$ cat config.mk
export PLATFORM = sky130hd
export DESIGN_NAME = uart_tx_sched_flat
export DESIGN_NICKNAME = d
export VERILOG_FILES = /design/src/rtl/uart_tx_sched_if.sv /design/src/rtl/uart_tx_sched.sv /design/src/flat_wrapper.sv
export SDC_FILE = /design/constraint.sdc
export NUM_CORES = 1
export LEC_CHECK = 0
export CELL_PAD_IN_SITES_DETAIL_PLACEMENT = 0
export CELL_PAD_IN_SITES_GLOBAL_PLACEMENT = 1
export CORE_ASPECT_RATIO = 0.5
export CORE_MARGIN = 5
export CORE_UTILIZATION = 29
export CTS_BUF_LIST = sky130_fd_sc_hd__clkbuf_8
export CTS_CLUSTER_DIAMETER = 80
export DETAILED_ROUTE_END_ITERATION = 8
export HOLD_SLACK_MARGIN = 0.02
export PLACE_DENSITY_LB_ADDON = 0.12
export SYNTH_ARGS = -nofsm -noshare
export SYNTH_HDL_FRONTEND = slang
export SYNTH_SLANG_ARGS = --single-unit
$ cat constraint.sdc
create_clock -name clk -period 5.8 [get_ports clk]
set_input_delay 0.87 -clock clk [delete_from_list [all_inputs] [get_ports clk]]
set_output_delay 0.87 -clock clk [all_outputs]
set_load 0.1 [all_outputs]
$ cat src/rtl/uart_tx_sched_if.sv
// Handshake bundle between the TX scheduler, its FWFT TX FIFO and the UART
// transmitter. The master side is the scheduler; the slave side is the FIFO
// plus transmitter pair.
interface uart_tx_sched_if #(
    parameter int DATA_WIDTH = 8
);
    logic                  i_fifo_empty;
    logic [DATA_WIDTH-1:0] i_fifo_rd_data;
    logic                  o_fifo_rd_en;
    logic [DATA_WIDTH-1:0] o_tx_data;
    logic                  o_tx_start;
    logic                  i_tx_busy;

    modport master (
        input  i_fifo_empty,
        input  i_fifo_rd_data,
        input  i_tx_busy,
        output o_fifo_rd_en,
        output o_tx_data,
        output o_tx_start
    );

    modport slave (
        output i_fifo_empty,
        output i_fifo_rd_data,
        output i_tx_busy,
        input  o_fifo_rd_en,
        input  o_tx_data,
        input  o_tx_start
    );
endinterface

$ cat src/rtl/uart_tx_sched.sv
// UART TX scheduler: pops bytes from an FWFT FIFO, hands each one to the
// transmitter with a start pulse, waits for the frame to finish, inserts a
// programmable idle gap, and can discard the FIFO contents on request.
module uart_tx_sched #(
    parameter int DATA_WIDTH = 8,
    parameter int GAP_WIDTH  = 8,
    parameter int TO_CYCLES  = 4
) (
    input  logic                 clk,
    input  logic                 rst_n,
    input  logic                 i_enable,
    input  logic                 i_flush,
    input  logic [GAP_WIDTH-1:0] i_gap_cycles,
    uart_tx_sched_if.master      bus,
    output logic                 o_busy,
    output logic [15:0]          o_frame_cnt,
    output logic                 o_err
);
    // Ack counter only has to count 0 .. TO_CYCLES-1.
    localparam int ACK_W = (TO_CYCLES > 1) ? $clog2(TO_CYCLES) : 1;

    typedef enum logic [2:0] {
        IDLE,
        LOAD,
        START,
        WAIT_ACK,
        WAIT_DONE,
        GAP,
        FLUSH
    } state_t;

    state_t                state_q,      state_d;
    logic [DATA_WIDTH-1:0] tx_data_q,    tx_data_d;
    logic [15:0]           frame_cnt_q,  frame_cnt_d;
    logic                  err_q,        err_d;
    logic [GAP_WIDTH-1:0]  gap_q,        gap_d;
    logic [ACK_W-1:0]      ack_q,        ack_d;
    logic                  flush_pend_q, flush_pend_d;

    // State register and datapath flops, cleared asynchronously.
    // NOTE: sequential state uses non-blocking assignments so every flop samples pre-edge values.
    always_ff @(posedge clk or negedge rst_n) begin
        if (!rst_n) begin
            state_q      <= IDLE;
            tx_data_q    <= '0;
            frame_cnt_q  <= '0;
            err_q        <= 1'b0;
            gap_q        <= '0;
            ack_q        <= '0;
            flush_pend_q <= 1'b0;
        end else begin
            state_q      <= state_d;
            tx_data_q    <= tx_data_d;
            frame_cnt_q  <= frame_cnt_d;
            err_q        <= err_d;
            gap_q        <= gap_d;
            ack_q        <= ack_d;
            flush_pend_q <= flush_pend_d;
        end
    end

    // Next-state and next-datapath decode for the frame scheduler.
    // NOTE: every variable gets a default before the case so no latch is inferred.
    always_comb begin
        state_d      = state_q;
        tx_data_d    = tx_data_q;
        frame_cnt_d  = frame_cnt_q;
        err_d        = err_q;
        gap_d        = gap_q;
        ack_d        = ack_q;
        // A flush pulse arriving mid-frame is remembered until the next IDLE.
        flush_pend_d = flush_pend_q | i_flush;

        case (state_q)
            IDLE: begin
                if (i_flush || flush_pend_q) begin
                    state_d = FLUSH;
                end else if (i_enable && !bus.i_fifo_empty && !bus.i_tx_busy) begin
                    state_d = LOAD;
                end
            end
            LOAD: begin
                tx_data_d = bus.i_fifo_rd_data;
                state_d   = START;
            end
            START: begin
                ack_d   = '0;
                state_d = WAIT_ACK;
            end
            WAIT_ACK: begin
                if (bus.i_tx_busy) begin
                    state_d = WAIT_DONE;
                end else if (ack_q == ACK_W'(TO_CYCLES - 1)) begin
                    // Transmitter never answered: the byte is dropped, not counted.
                    err_d   = 1'b1;
                    gap_d   = i_gap_cycles;
                    state_d = GAP;
                end else begin
                    ack_d = ack_q + ACK_W'(1);
                end
            end
            WAIT_DONE: begin
                if (!bus.i_tx_busy) begin
                    frame_cnt_d = frame_cnt_q + 16'd1;
                    gap_d       = i_gap_cycles;
                    state_d     = GAP;
                end
            end
            GAP: begin
                if (gap_q == '0) begin
                    state_d = IDLE;
                end else begin
                    gap_d = gap_q - GAP_WIDTH'(1);
                end
            end
            FLUSH: begin
                if (bus.i_fifo_empty) begin
                    flush_pend_d = 1'b0;
                    state_d      = IDLE;
                end
            end
            default: state_d = IDLE;
        endcase
    end

    // Pop is decoded from state so it can never fire against an empty FIFO.
    assign bus.o_fifo_rd_en = (state_q == LOAD) || ((state_q == FLUSH) && !bus.i_fifo_empty);
    assign bus.o_tx_start   = (state_q == START);
    assign bus.o_tx_data    = tx_data_q;
    assign o_busy           = (state_q != IDLE);
    assign o_frame_cnt      = frame_cnt_q;
    assign o_err            = err_q;
endmodule

$ cat src/flat_wrapper.sv
// flat-port wrapper written by rule: the top's interface ports become plain ports
module uart_tx_sched_flat 
#(
    parameter int DATA_WIDTH = 8,
    parameter int GAP_WIDTH  = 8,
    parameter int TO_CYCLES  = 4
)
  (clk, rst_n, i_enable, i_flush, i_gap_cycles, o_busy, o_frame_cnt, o_err, bus_i_fifo_empty, bus_i_fifo_rd_data, bus_i_tx_busy, bus_o_fifo_rd_en, bus_o_tx_data, bus_o_tx_start);
  uart_tx_sched_if #(.DATA_WIDTH(DATA_WIDTH)) bus_i ();
  input  logic clk;
  input  logic rst_n;
  input  logic i_enable;
  input  logic i_flush;
  input  logic [GAP_WIDTH-1:0] i_gap_cycles;
  output logic o_busy;
  output logic [15:0] o_frame_cnt;
  output logic o_err;
  input wire logic [$bits(bus_i.i_fifo_empty)-1:0] bus_i_fifo_empty;
  input wire logic [$bits(bus_i.i_fifo_rd_data)-1:0] bus_i_fifo_rd_data;
  input wire logic [$bits(bus_i.i_tx_busy)-1:0] bus_i_tx_busy;
  output wire logic [$bits(bus_i.o_fifo_rd_en)-1:0] bus_o_fifo_rd_en;
  output wire logic [$bits(bus_i.o_tx_data)-1:0] bus_o_tx_data;
  output wire logic [$bits(bus_i.o_tx_start)-1:0] bus_o_tx_start;
  assign bus_i.i_fifo_empty = bus_i_fifo_empty;
  assign bus_i.i_fifo_rd_data = bus_i_fifo_rd_data;
  assign bus_i.i_tx_busy = bus_i_tx_busy;
  assign bus_o_fifo_rd_en = bus_i.o_fifo_rd_en;
  assign bus_o_tx_data = bus_i.o_tx_data;
  assign bus_o_tx_start = bus_i.o_tx_start;
  uart_tx_sched #(.DATA_WIDTH(DATA_WIDTH), .GAP_WIDTH(GAP_WIDTH), .TO_CYCLES(TO_CYCLES)) u_core (.clk(clk), .rst_n(rst_n), .i_enable(i_enable), .i_flush(i_flush), .i_gap_cycles(i_gap_cycles), .bus(bus_i), .o_busy(o_busy), .o_frame_cnt(o_frame_cnt), .o_err(o_err));
endmodule
-- Word level (Yosys, flattened, before mapping)
Cells that the tools add are included.
- register bits: 39
- latch bits: 0
- RAM bits: 0
- bits in read-only memories: 0
- input bits: 22
- memories kept: 0
- $add $sub $neg: 3
- multiply operators: 0
- div/mod/pow operators: 0
- magnitude comparators: 0
- equal/unequal tests: 16
- shifts and indexed selects: 0
- muxes and demuxes: 18
- bitwise logic cells: 2
- reduce and logical (&&, ||, !) cells: 17
- operators by type and width (operator ; number):
    $mux 8 ; 4
    $pmux 8 s3 ; 1
    $mux 3 ; 7
    $pmux 3 s7 ; 1
    $add 16x1->16 const B ; 1
    $ne 2x2->1 const B ; 5
    $reduce_and 5->1 ; 2
    $eq 3x3->1 const B ; 3
    $logic_not 8->1 ; 1
    $sub 8x1->8 const B ; 1
    $eq 3x2->1 const B ; 2
    $reduce_and 3->1 ; 2
    $reduce_bool 3->1 ; 2
    $mux 2 ; 2
    $ne 2x1->1 const B ; 2
    $pmux 2 s2 ; 1
    $eq 3x1->1 const B ; 1
    $logic_and 1x1->1 ; 3
    $logic_not 3->1 ; 1
    $ne 3x1->1 const B ; 1
    $ne 3x2->1 const B ; 1
    $add 2x1->2 const B ; 1
    $eq 2x2->1 const B ; 1
    $logic_not 1->1 ; 2
    other kinds (6) ; 8

-- Logic depth before layout (Yosys ltp)
- word-level depth: 6
- gate-level depth with buffers: 6
- depth with buffers taken out: 6

-- Least setup slack after synthesis
OpenSTA, ideal clock, no wires.
- path type: register to output
- start point: register u_core.state_q[2]
- end point: output bus_o_tx_start
- data arrival time: 1.960 ns
- slack: 2.970 ns
- cell stages (with the launch flop): 4
- buffers on the path: 1
- cell sequence: dfrtp_1 buf_2 nand2b_1 nor2_1
- cells in the longest elaborated chain, start to end: 1
- RTL lines (item ; line ; RTL):
    from (decl) ; uart_tx_sched.sv:32 ; state_t state_q, state_d;
    from (signal assigned) ; uart_tx_sched.sv:52 ; state_q <= state_d;
    $eq 3x2->1 ; uart_tx_sched.sv:128 ; assign bus.o_tx_start = (state_q == START);
    to (decl) ; flat_wrapper.sv:23 ; output wire logic [$bits(bus_i.o_tx_start)-1:0] bus_o_tx_start;
No other way between the ends.

-- Final worst setup path
- start point: register u_core.state_q[0]
- end point: output bus_o_fifo_rd_en
- cells in the longest elaborated chain, start to end: 3
- elaborated cells between the ends (all ways): 4
- those cells by class: eq/ne (2); reduce/logical (2)
- RTL lines (item ; line ; RTL):
    $eq 3x3->1 ; uart_tx_sched.sv:127 ; assign bus.o_fifo_rd_en = (state_q == LOAD) || ((state_q == FLUSH) && !bus.i_fifo_empty);
    $logic_and 1x1->1 ; uart_tx_sched.sv:127 ;
    $logic_or 1x1->1 (*) ; uart_tx_sched.sv:127 ;
    to (decl) ; flat_wrapper.sv:21 ; output wire logic [$bits(bus_i.o_fifo_rd_en)-1:0] bus_o_fifo_rd_en;
Every way passes the cells marked *; elsewhere a longest branch is shown, timed or not.

==> results.py <==
metrics = {
    "outcome": {
        "status": "finished clean",
    },
    "sta": {
        "worstMarginPinSlew_ns": 0.986,
        "finClkSkew_ns": 0.00570,
        "hold_viol_final": 0,
        "period_share_pct": 65.4,
        "timing.max_slew.rel_slack_pct": 34.0,
        "fin_ws_ns": 2.01,
        "fin_setup_tns_ns": 0,
        "period_needed_ns": 3.79,
        "grt_setup_unrepaired": "no",
        "drv_slew": 0,
        "max_freq_mhz": 264,
        "setup_viol": 0,
    },
    "synthesis": {
        "yosysUniqueCellTypes": 51,
        "syn_nets": 216,
        "syn_avg_cell_area_um2": 10.9,
        "synth.top_cell.area_share_pct": 47.2,
        "syn_area_um2": 2070,
        "synth_common_cells": "dfrtp_1, nand2_1, nor2_1, xnor2_1, mux2_2",
        "ys_top_cells_by_area": "dfrtp_1, mux2_2, xnor2_1",
        "synth_edf_count": 0,
        "synthArstFlopShare_pct": 100,
        "synth_top_area_cell": "dfrtp_1",
        "netlist_instances": 190,
        "yosysMostFrequentCell": "dfrtp_1",
        "ys_warn_count": 0,
        "seq_area_frac_synth_pct": 47.2,
        "synth_seq_cells": 39,
        "ys.flop_type": "dfrtp_1",
    },
    "global_route": {
        "use_met2_pct": 17.5,
        "grt_use_total_pct": 11.6,
        "busiest_layer": "met2",
        "overflow": 0,
        "grt_pass1_vias": 1666,
        "antenna_found_initial": 0,
        "grt_util_met1_pct": 15.9,
        "met3_usage_pct": 3.69,
        "grt_max_degree": 40,
        "grt_pass1_wl_mm": 8.46,
    },
    "die": {
        "coreArea_um2": 6810,
        "rows": 21,
        "pin_count": 50,
        "dieArea_um2": 9030,
        "die_y_um": 69.7,
        "start_util_pct": 30.4,
        "die_w_um": 129,
    },
    "final_layout": {
        "final_nets": 264,
        "drive_gt1_share_pct": 14.2,
        "fill_cells": 674,
        "syn_to_final_growth_pct": 32.2,
        "n_antenna_cell": 0,
    },
    "route": {
        "drc": 0,
        "wl_per_cell_um": 14.6,
        "viasPerCell": 4.75,
        "first_pass_iters": 4,
        "drt_iter0_drc": 59,
        "via_count": 1573,
        "ant_nets": 0,
        "drt-total-wl_mm": 4.84,
    },
    "cts": {
        "clk_latency_ns": 0.30,
        "cts_resized": 0,
        "clkSlewWorstSetupHoldPaths_ns": 0.08,
        "cts_hold_buf": 0,
        "postCtsSetupRepairBufs": 0,
        "clk_path_buf_depth": 2,
        "cts_tree": "done",
        "cts_buffers": 5,
        "cts-root-buf": "clkbuf_8",
        "htree_levels": 2,
        "clock_sinks": 39,
    },
    "critical_path": {
        "cpPeakStageDelay_ns": 1.12,
        "r2r-end": "u_core.gap_q[1]",
        "worstPathCellList": "nor3b_2, a31o_2, clkdlybuf4s50_1",
        "cpMaxStageDelayCell": "clkdlybuf4s50_1",
        "path_max_fanout": 17,
        "reg2reg_slack_ns": 3.42,
        "reg2reg_from": "u_core.state_q[1]",
        "cp-start-kind": "register",
        "cp.required_ns": 4.93,
        "worstSetupPathType": "register to output port",
        "worstPathArrival_ns": 2.92,
        "cp-end-kind": "output port",
        "r2r_cells": 4,
    },
    "min_path": {
        "hold_depth": 1,
        "min_to": "u_core.o_err",
        "hp-start": "u_core.o_err",
        "hold_class": "register to register",
    },
    "run": {
        "max-cap-violations": 0,
    },
    "place": {
        "place_congestion": 0.780,
        "dp_hpwl_mm": 3.53,
        "dpl_worst_slack_ns": 2.20,
        "io_buffers": 49,
    },
    "pwr": {
        "ir_worst_vdd_mv": 0.136,
        "p_per_area_nw_per_um2": 554,
        "p_leak_nw": 1.08,
    },
}
[final cells by class]
class                           count  area, um^2  share of cell area, %
Multi-Input combinational cell    134        1010                   37.0
Sequential cell                    39         976                   35.7
Timing Repair Buffer               49         485                   17.7
Tap cell                           92         115                   4.21
Clock buffer                        5        68.8                   2.52
Clock inverter                      3        43.8                   1.60
Inverter                            9        33.8                   1.24
[metrics by stage]
step	area (um^2)	total power (W)	hold slack, ns	cells	utilization (%)
5_1_grt	2740	0.00162	0.500	331	40.2
4_1_cts	2740	0.00153	0.478	331	40.2
3_5_place_dp	2620	0.00130	0.458	323	38.5
3_3_place_gp	2620	0.00129	0.455	323	38.5
6_report	2740	0.00151	0.469	331	40.2
2_1_floorplan	2070	0.00110	0.486	190	-
[flip-flops by register name (all words and copies together), names as in the netlist]
signal                count
u_core.o_frame_cnt       16
u_core.bus.o_tx_data      8
u_core.gap_q              8
u_core.state_q            3
u_core.ack_q              2
u_core.flush_pend_q       1
u_core.o_err              1
[critical path, delay by kind of cell (launching register included)]
family	cells	cell delay, ns
AOI/OAI and AO/OA	1	0.20
buffers and inverters	1	1.12
DFF	1	0.64
and+or+nand+nor	1	0.66
[kinds of logic (layout without fill, tap and decap cells)]
family	Yosys count	in the layout	share of synthesized area [%]
AO/OA/AOI/OAI	39	39	13.7
XOR/XNOR	15	15	6.35
adder cells (fa/ha/maj)	4	4	2.42
buffers and inverters	17	66	3.93
flip-flops	39	39	47.2
multiplexers	11	11	5.99
AND/OR/NAND/NOR	65	65	20.5
[cell usage in the layout, fill, tap and decap left out, types with 2 or more instances in the layout]
cell type / synthesis / final
clkdlybuf4s50_1: 0 / 48
dfrtp_1: 39 / 39
nand2_1: 13 / 13
nor2_1: 12 / 12
xnor2_1: 12 / 12
mux2_2: 11 / 11
inv_1: 9 / 9
nand3_1: 9 / 9
o21ai_0: 7 / 7
clkbuf_8: 0 / 5
a31oi_1: 4 / 4
a21oi_1: 4 / 4
ha_1: 4 / 4
nor3b_2: 3 / 3
o32ai_1: 3 / 3
nand4_1: 3 / 3
nor4_4: 3 / 3
xor2_1: 3 / 3
a22o_1: 3 / 3
nand2b_1: 2 / 2
or3_1: 2 / 2
nor2b_1: 2 / 2
nand3b_1: 2 / 2
nor3_1: 2 / 2
o31a_1: 2 / 2
a22oi_1: 2 / 2
or2_2: 2 / 2
and3_1: 2 / 2
o311ai_0: 2 / 2
[routing by layer]
| metal | wire, um | up-vias |
|---|---|---|
| li1 | - | 786 |
| met1 | 2420 | 749 |
| met2 | 2130 | 34 |
| met3 | 237 | 4 |
| met4 | 42 | 0 |
| met5 | 0 | - |
[how the worst max path moves through the flow]
stage                      start                to
6_report       u_core.state_q[0]  bus_o_fifo_rd_en
5_1_grt        u_core.state_q[0]  bus_o_fifo_rd_en
4_1_cts        u_core.state_q[0]  bus_o_fifo_rd_en
3_5_place_dp    bus_i_fifo_empty  bus_o_fifo_rd_en
3_3_place_gp    bus_i_fifo_empty  bus_o_fifo_rd_en
2_1_floorplan  u_core.state_q[2]    bus_o_tx_start
[report_power, final]
part / total, W / internal (W) / switching (W)
sequential: 0.000452 / 0.000355 / 0.0000964
combinational: 0.000829 / 0.000263 / 0.000566
clock: 0.000233 / 0.000128 / 0.000105
total: 0.00151 / 0.000746 / 0.000768
(Power assumes the default switching activity.)
